## src/rtl/cosim_ep_out_fifo_pkg.sv

```systemverilog
// Shared helpers and types for the cosim endpoint FIFOs.
package cosim_fifo_pkg;

  typedef struct packed {
    logic [31:0] xfers;
    logic [7:0]  high_water;
  } cosim_fifo_stats_t;

  // Pointer width for a given entry count, never narrower than one bit.
  function automatic int clog2_min1(input int n);
    return (n <= 2) ? 1 : $clog2(n);
  endfunction

endpackage

```

## src/rtl/cosim_ep_out_fifo_if.sv

```systemverilog
// Handshake bundle between cosim endpoint DataOut, the elastic FIFO and the DUT consumer.
// COSIM_EP_FIFO_STATS_EN adds the HighWater/XferCount statistics signals.
interface cosim_ep_out_fifo_if #(
  parameter int WIDTH = 32,
  parameter int DEPTH = 4
);
  localparam int CW = $clog2(DEPTH) + 1;

  logic             InValid;
  logic             InReady;
  logic [WIDTH-1:0] InData;
  logic             OutValid;
  logic             OutReady;
  logic [WIDTH-1:0] OutData;
  logic [CW-1:0]    Count;

`ifdef COSIM_EP_FIFO_STATS_EN
  logic [CW-1:0]    HighWater;
  logic [31:0]      XferCount;

  modport slave (
    input  InValid, InData, OutReady,
    output InReady, OutValid, OutData, Count, HighWater, XferCount
  );
  modport master (
    output InValid, InData, OutReady,
    input  InReady, OutValid, OutData, Count, HighWater, XferCount
  );
`else
  modport slave (
    input  InValid, InData, OutReady,
    output InReady, OutValid, OutData, Count
  );
  modport master (
    output InValid, InData, OutReady,
    input  InReady, OutValid, OutData, Count
  );
`endif

endinterface

```

## src/rtl/cosim_ep_out_fifo_ram.sv

```systemverilog
// WIDTH x DEPTH register array: one synchronous write port, combinational read by address.
module cosim_fifo_ram #(
  parameter int WIDTH = 32,
  parameter int DEPTH = 4,
  parameter int AW    = 2
) (
  input  logic             clk,
  input  logic             we,
  input  logic [AW-1:0]    waddr,
  input  logic [WIDTH-1:0] wdata,
  input  logic [AW-1:0]    raddr,
  output logic [WIDTH-1:0] rdata
);

  logic [WIDTH-1:0] mem [DEPTH];

  // Contents are deliberately not reset; occupancy lives in the controller.
  always_ff @(posedge clk) begin
    if (we) mem[waddr] <= wdata;
  end

  assign rdata = mem[raddr];

endmodule

```

## src/rtl/cosim_ep_out_fifo.sv

```systemverilog
// First-word-fall-through elastic FIFO between a cosim endpoint DataOut channel and the DUT.
// COSIM_EP_FIFO_STATS_EN adds HighWater (peak occupancy) and XferCount (pops since reset).
module cosim_ep_out_fifo
  import cosim_fifo_pkg::*;
#(
  parameter int WIDTH = 32,
  parameter int DEPTH = 4
) (
  input  logic                clk,
  input  logic                rstn,
  cosim_ep_out_fifo_if.slave  bus
);

  localparam int PW = clog2_min1(DEPTH);
  localparam int CW = $clog2(DEPTH) + 1;
  localparam logic [CW-1:0] FULL = CW'(DEPTH);

  logic [PW-1:0] wr_ptr;
  logic [PW-1:0] rd_ptr;
  logic [CW-1:0] count_q;
  logic          in_ready;
  logic          out_valid;
  logic          push;
  logic          pop;

  // Ready/valid derive only from the registered count, so there is no in->out comb path.
  assign in_ready  = (count_q != FULL);
  assign out_valid = (count_q != '0);
  assign push      = bus.InValid & in_ready;
  assign pop       = out_valid & bus.OutReady;

  assign bus.InReady  = in_ready;
  assign bus.OutValid = out_valid;
  assign bus.Count    = count_q;

  cosim_fifo_ram #(
    .WIDTH (WIDTH),
    .DEPTH (DEPTH),
    .AW    (PW)
  ) u_ram (
    .clk   (clk),
    .we    (push),
    .waddr (wr_ptr),
    .wdata (bus.InData),
    .raddr (rd_ptr),
    .rdata (bus.OutData)
  );

  always_ff @(posedge clk) begin
    if (!rstn) begin
      wr_ptr  <= '0;
      rd_ptr  <= '0;
      count_q <= '0;
    end else begin
      if (push) wr_ptr <= wr_ptr + PW'(1);
      if (pop)  rd_ptr <= rd_ptr + PW'(1);
      case ({push, pop})
        2'b10:   count_q <= count_q + CW'(1);
        2'b01:   count_q <= count_q - CW'(1);
        default: count_q <= count_q;
      endcase
    end
  end

`ifdef COSIM_EP_FIFO_STATS_EN
  logic [CW-1:0] high_water;
  logic [31:0]   xfer_count;

  // Peak tracks the registered count, so it lags a rise by one cycle.
  always_ff @(posedge clk) begin
    if (!rstn) begin
      high_water <= '0;
      xfer_count <= '0;
    end else begin
      if (count_q > high_water) high_water <= count_q;
      if (pop) xfer_count <= xfer_count + 32'd1;
    end
  end

  assign bus.HighWater = high_water;
  assign bus.XferCount = xfer_count;
`endif

`ifndef SYNTHESIS
  a_no_push_full: assert property (@(posedge clk) disable iff (!rstn)
    !(push && (count_q == FULL)));
  a_count_range: assert property (@(posedge clk) disable iff (!rstn)
    count_q <= FULL);
  a_head_stable: assert property (@(posedge clk) disable iff (!rstn)
    (out_valid && !bus.OutReady) |=> $stable(bus.OutData));
`endif

endmodule

```

## src/flat_wrapper.sv

```systemverilog
// flat-port wrapper written by rule: the top's interface ports become plain ports
module cosim_ep_out_fifo_flat import cosim_fifo_pkg::*;
#(
  parameter int WIDTH = 32,
  parameter int DEPTH = 4
)
  (clk, rstn, bus_InValid, bus_InData, bus_OutReady, bus_InReady, bus_OutValid, bus_OutData, bus_Count);
  cosim_ep_out_fifo_if #(.WIDTH(WIDTH), .DEPTH(DEPTH)) bus_i ();
  input  logic clk;
  input  logic rstn;
  input wire logic [$bits(bus_i.InValid)-1:0] bus_InValid;
  input wire logic [$bits(bus_i.InData)-1:0] bus_InData;
  input wire logic [$bits(bus_i.OutReady)-1:0] bus_OutReady;
  output wire logic [$bits(bus_i.InReady)-1:0] bus_InReady;
  output wire logic [$bits(bus_i.OutValid)-1:0] bus_OutValid;
  output wire logic [$bits(bus_i.OutData)-1:0] bus_OutData;
  output wire logic [$bits(bus_i.Count)-1:0] bus_Count;
  assign bus_i.InValid = bus_InValid;
  assign bus_i.InData = bus_InData;
  assign bus_i.OutReady = bus_OutReady;
  assign bus_InReady = bus_i.InReady;
  assign bus_OutValid = bus_i.OutValid;
  assign bus_OutData = bus_i.OutData;
  assign bus_Count = bus_i.Count;
  cosim_ep_out_fifo #(.WIDTH(WIDTH), .DEPTH(DEPTH)) u_core (.clk(clk), .rstn(rstn), .bus(bus_i));
endmodule
```

## config.mk

```make
export PLATFORM = sky130hd
export DESIGN_NAME = cosim_ep_out_fifo_flat
export DESIGN_NICKNAME = d
export VERILOG_FILES = /design/src/rtl/cosim_ep_out_fifo_pkg.sv /design/src/rtl/cosim_ep_out_fifo_if.sv /design/src/rtl/cosim_ep_out_fifo_ram.sv /design/src/rtl/cosim_ep_out_fifo.sv /design/src/flat_wrapper.sv
export SDC_FILE = /design/constraint.sdc
export NUM_CORES = 1
export LEC_CHECK = 0
export BUFFER_PORTS_ARGS = -buffer_cell sky130_fd_sc_hd__buf_2
export CORE_MARGIN = 2
export CORE_UTILIZATION = 35
export CTS_BUF_LIST = sky130_fd_sc_hd__clkbuf_8 sky130_fd_sc_hd__clkbuf_16
export DETAILED_ROUTE_END_ITERATION = 10
export PLACE_DENSITY = 0.55
export SLEW_MARGIN = 10
export SYNTH_ARGS = -nofsm -noshare
export SYNTH_HDL_FRONTEND = slang
export SYNTH_HIERARCHICAL = 1
export SYNTH_SLANG_ARGS = --single-unit
```

## constraint.sdc

```tcl
create_clock -name clk -period 8 [get_ports clk]
set_clock_uncertainty 0.1 [all_clocks]
set_input_delay 0.4 -clock clk [delete_from_list [all_inputs] [get_ports clk]]
set_output_delay 0.4 -clock clk [all_outputs]
set_load 0.1 [all_outputs]
```

==> summary by stage <==
Min path
Counting instances, the worst hold path has a depth of 1. The class of the most critical hold timing path is in -> reg.

Clocking
In this run the number of H-tree levels came out at 4. The total setup buffers inserted after CTS is 0. The clock input transition at the sequential cells of the worst setup and hold paths is roughly 50 ps. The count of instances resized after the clock tree is built is 0. The root cell of the clock tree is sky130_fd_sc_hd__clkbuf_16.

The clock latency at the later pin of the worst-skew pair is approximately 410 ps. The CTS tree is done. In this run, post-CTS hold repair placed 0 buffers. The buffer depth of the longest clock path is 2.

The count of clock tree sinks is between 100 and 150. Clock tree synthesis inserted a total of 17 buffers.

Yosys
The number of unique standard cell types used by synthesis is 32. The total nets after synthesis is around 250. The cell area after technology mapping is about 5100 um^2. The most frequently used flop master after synthesis is sky130_fd_sc_hd__edfxtp_1. Yosys instantiated no cell more often than sky130_fd_sc_hd__edfxtp_1.

The post-synthesis async set-or-reset flop share is 0%. The number of warnings reported in the yosys synthesis log is 6. Ranked by instance count, the synthesized netlist is headed by sky130_fd_sc_hd__edfxtp_1, sky130_fd_sc_hd__mux4_2, sky130_fd_sc_hd__dfxtp_1.

Sorting the synthesized cells by area gives the leading types as sky130_fd_sc_hd__edfxtp_1, sky130_fd_sc_hd__mux4_2, sky130_fd_sc_hd__dfxtp_1, sky130_fd_sc_hd__buf_12, sky130_fd_sc_hd__mux4_1. The average cell area after synthesis is ~24 um^2. In this run, synthesis produced a sequential element count of approximately 140.

Summed over all instances, the cell type with the most area after synthesis is sky130_fd_sc_hd__edfxtp_1. After synthesis, the largest area contributor takes up ~76% of total cell area. The synthesized netlist cell count is between 200 and 250. Yosys mapped a number of flops with a built-in enable equal to between 100 and 150. Sequential cells were found to cover between 70% and 80% of the synthesized design area.

Floorplan
The top-level port count is between 70 and 80. The height of the die is around 120 um. The die is between 100 and 150 um wide.

The floorplan has 43 rows. The floorplan die area is around 15000 um^2. The initial utilization of the core area, before any placement, comes to 36.15%.

The core area is ~14000 um^2.

Placement
Routability-driven placement finished with a final weighted congestion of about 0.64. The instance count after placement with tap cells included is approximately 460. The count of buffers from port buffering is 72. Summed over all nets, the half-perimeter wirelength after detailed placement is around 5000 um. Timing analysis after detailed placement gives a worst setup slack of roughly 5600 ps.

Critical path
Measured in cells, the most critical reg-to-reg path has a length of 8. The capturing point of the worst reg2reg path is u_core/bus.Count[2]. The critical path data required time is 7500 ps.

Of all nets on the critical path, the largest fanout is 32. The slack of the worst reg-to-reg path is approximately 5700 ps. STA classifies the critical path startpoint as a flop. Tracing the worst setup path back leads to its startpoint at u_core/rd_ptr[0].

The startpoint identified for the worst register-to-register timing path is u_core/bus.Count[2]. The worst setup path is captured at an output pin. By startpoint and endpoint, the worst setup path is classified as reg -> out. The timing endpoint of the critical path is bus_OutData[7].

The arrival time at the worst endpoint is 2240 ps.

STA
The final number of max-transition violations is 0. For the final routed database, the setup TNS stands at 0 ps. For the finished layout, the period the worst path requires is between 2000 and 3000 ps. For the pin with the worst max-slew slack, the measured transition is roughly 950 ps. The worst path uses between 30% and 40% of the clock period.

After layout, the worst setup slack is roughly 5300 ps. Timing would allow up to between 300 and 400 MHz. Setup repair after global routing left no endpoint under its margin. Measured against its own limit, the worst slew margin works out to 36.57%. The number of setup violations in the final report is 0. The number of endpoints with negative hold slack in the final report was 0.

Final layout
The non-filler instance count after layout is around 490. The filler cell count in the final layout is ~1300. The final core utilization is between 40% and 50%. Of the cells placed in the final design, the portion with a size suffix greater than 1 is a little under half. The multi-input combinational cells in the finished layout cover a total of 980.9 um^2.

The layout-stage area growth over the synthesis result is 22.32%. The number of nets at the end of the flow is 333. The sequential cell area is between 3000 and 4000 um^2.

Global routing
Global routing used between 10% and 20% of the available tracks. Entering global routing, the biggest net connects 34 pins. The number of antenna violations at the first check in global routing is 1. Global routing finished with a remaining overflow of 0.

The via count of the first global-routing pass was 2525. The first global-routing pass estimated ~14000 um of wire.

Detailed routing
The number of design rule violations left after detail routing is 0. The DRC marker count from the first detailed-route iteration is roughly 170. The average wire per standard cell is 18.45 um. The number of search-and-repair iterations in the first detailed-routing pass is 4. The routed layout has between 2000 and 2500 vias. Using the TritonRoute via totals, the vias-per-cell ratio works out to 4.771. In this run the remaining antenna-violating nets after routing total 0. The sum of routed wire length over all layers is about 9000 um.

Job
The number of max-cap violations is 0.

Status
The run finished with clean final reports.
-- state kept, by name (all words and copies together), names as in the netlist --
name,cells
u_core/rd_ptr,2
u_core/bus.Count,3
u_core/u_ram/mem,128
u_core/wr_ptr,2
-- layer usage --
metal	global-route usage [%]	routed length, um
met5	0	0
met4	4.164	79
met3	5.508	509
met2	19.80	4476
met1	15.55	3955
-- cell usage in the layout, fill, tap and decap left out, types with 3 or more instances in the layout --
cell type | synthesis | layout
sky130_fd_sc_hd__edfxtp_1 | 128 | 128
sky130_fd_sc_hd__buf_2 | 3 | 72
sky130_fd_sc_hd__mux4_2 | 30 | 30
sky130_fd_sc_hd__clkbuf_16 | 0 | 17
sky130_fd_sc_hd__clkinv_2 | 0 | 5
sky130_fd_sc_hd__inv_1 | 3 | 5
sky130_fd_sc_hd__dfxtp_1 | 7 | 5
sky130_fd_sc_hd__clkbuf_8 | 0 | 3
sky130_fd_sc_hd__bufinv_16 | 0 | 3
sky130_fd_sc_hd__nand2_1 | 3 | 3
sky130_fd_sc_hd__xnor2_1 | 3 | 3
sky130_fd_sc_hd__and2_1 | 3 | 3
-- worst min path at each step --
stage                      from                 endpoint  slack [ps]
6_report         bus_InData[14]  u_core/u_ram/mem[0][14]         110
5_1_grt           bus_InData[7]   u_core/u_ram/mem[3][7]         100
4_1_cts          bus_InData[14]  u_core/u_ram/mem[0][14]          90
3_5_place_dp   u_core/wr_ptr[1]         u_core/wr_ptr[1]         410
3_3_place_gp   u_core/wr_ptr[1]         u_core/wr_ptr[1]         400
2_1_floorplan  u_core/wr_ptr[1]         u_core/wr_ptr[1]         370
-- final cells by class --
cell class	count	share of cell area, %
diodes	1	0.04045
clock buffers	20	7.545
clock inverters	12	2.164
inverters	4	0.2427
multi-input cells	63	15.86
flip-flops and latches	135	64.44
well taps	180	3.641
repair buffers	74	6.068
-- critical path: stages, from the launching register on --
cell,delay (ps)
sky130_fd_sc_hd__dfxtp_2,340
sky130_fd_sc_hd__buf_4,550
sky130_fd_sc_hd__mux4_2,610
sky130_fd_sc_hd__buf_2,310
-- through the flow --
stage,cell area (um^2),hold WS [ps]
2_1_floorplan,5057,371.8
3_3_place_gp,5583,399.3
3_5_place_dp,5583,412.9
4_1_cts,6183,87.61
5_1_grt,6183,95.22
6_report,6186,108.3
-- cell families (layout without fill, tap and decap cells) --
family | after synthesis | in the layout | synth area share, %
buffers and inverters | 11 | 110 | 2.004
xor gates and xnor gates | 4 | 4 | 0.6929
DFF | 135 | 135 | 78.77
muxes | 33 | 33 | 14.60
adders and majority gates | 2 | 2 | 0.6432
and+or+nand+nor | 18 | 18 | 2.425
AOI/OAI and AO/OA | 6 | 6 | 0.8659
other | 0 | 1 | 0
Power is left out: the tool's default activity adds up to more than one toggle a clock period on the data nets, which glitch-free logic cannot reach.
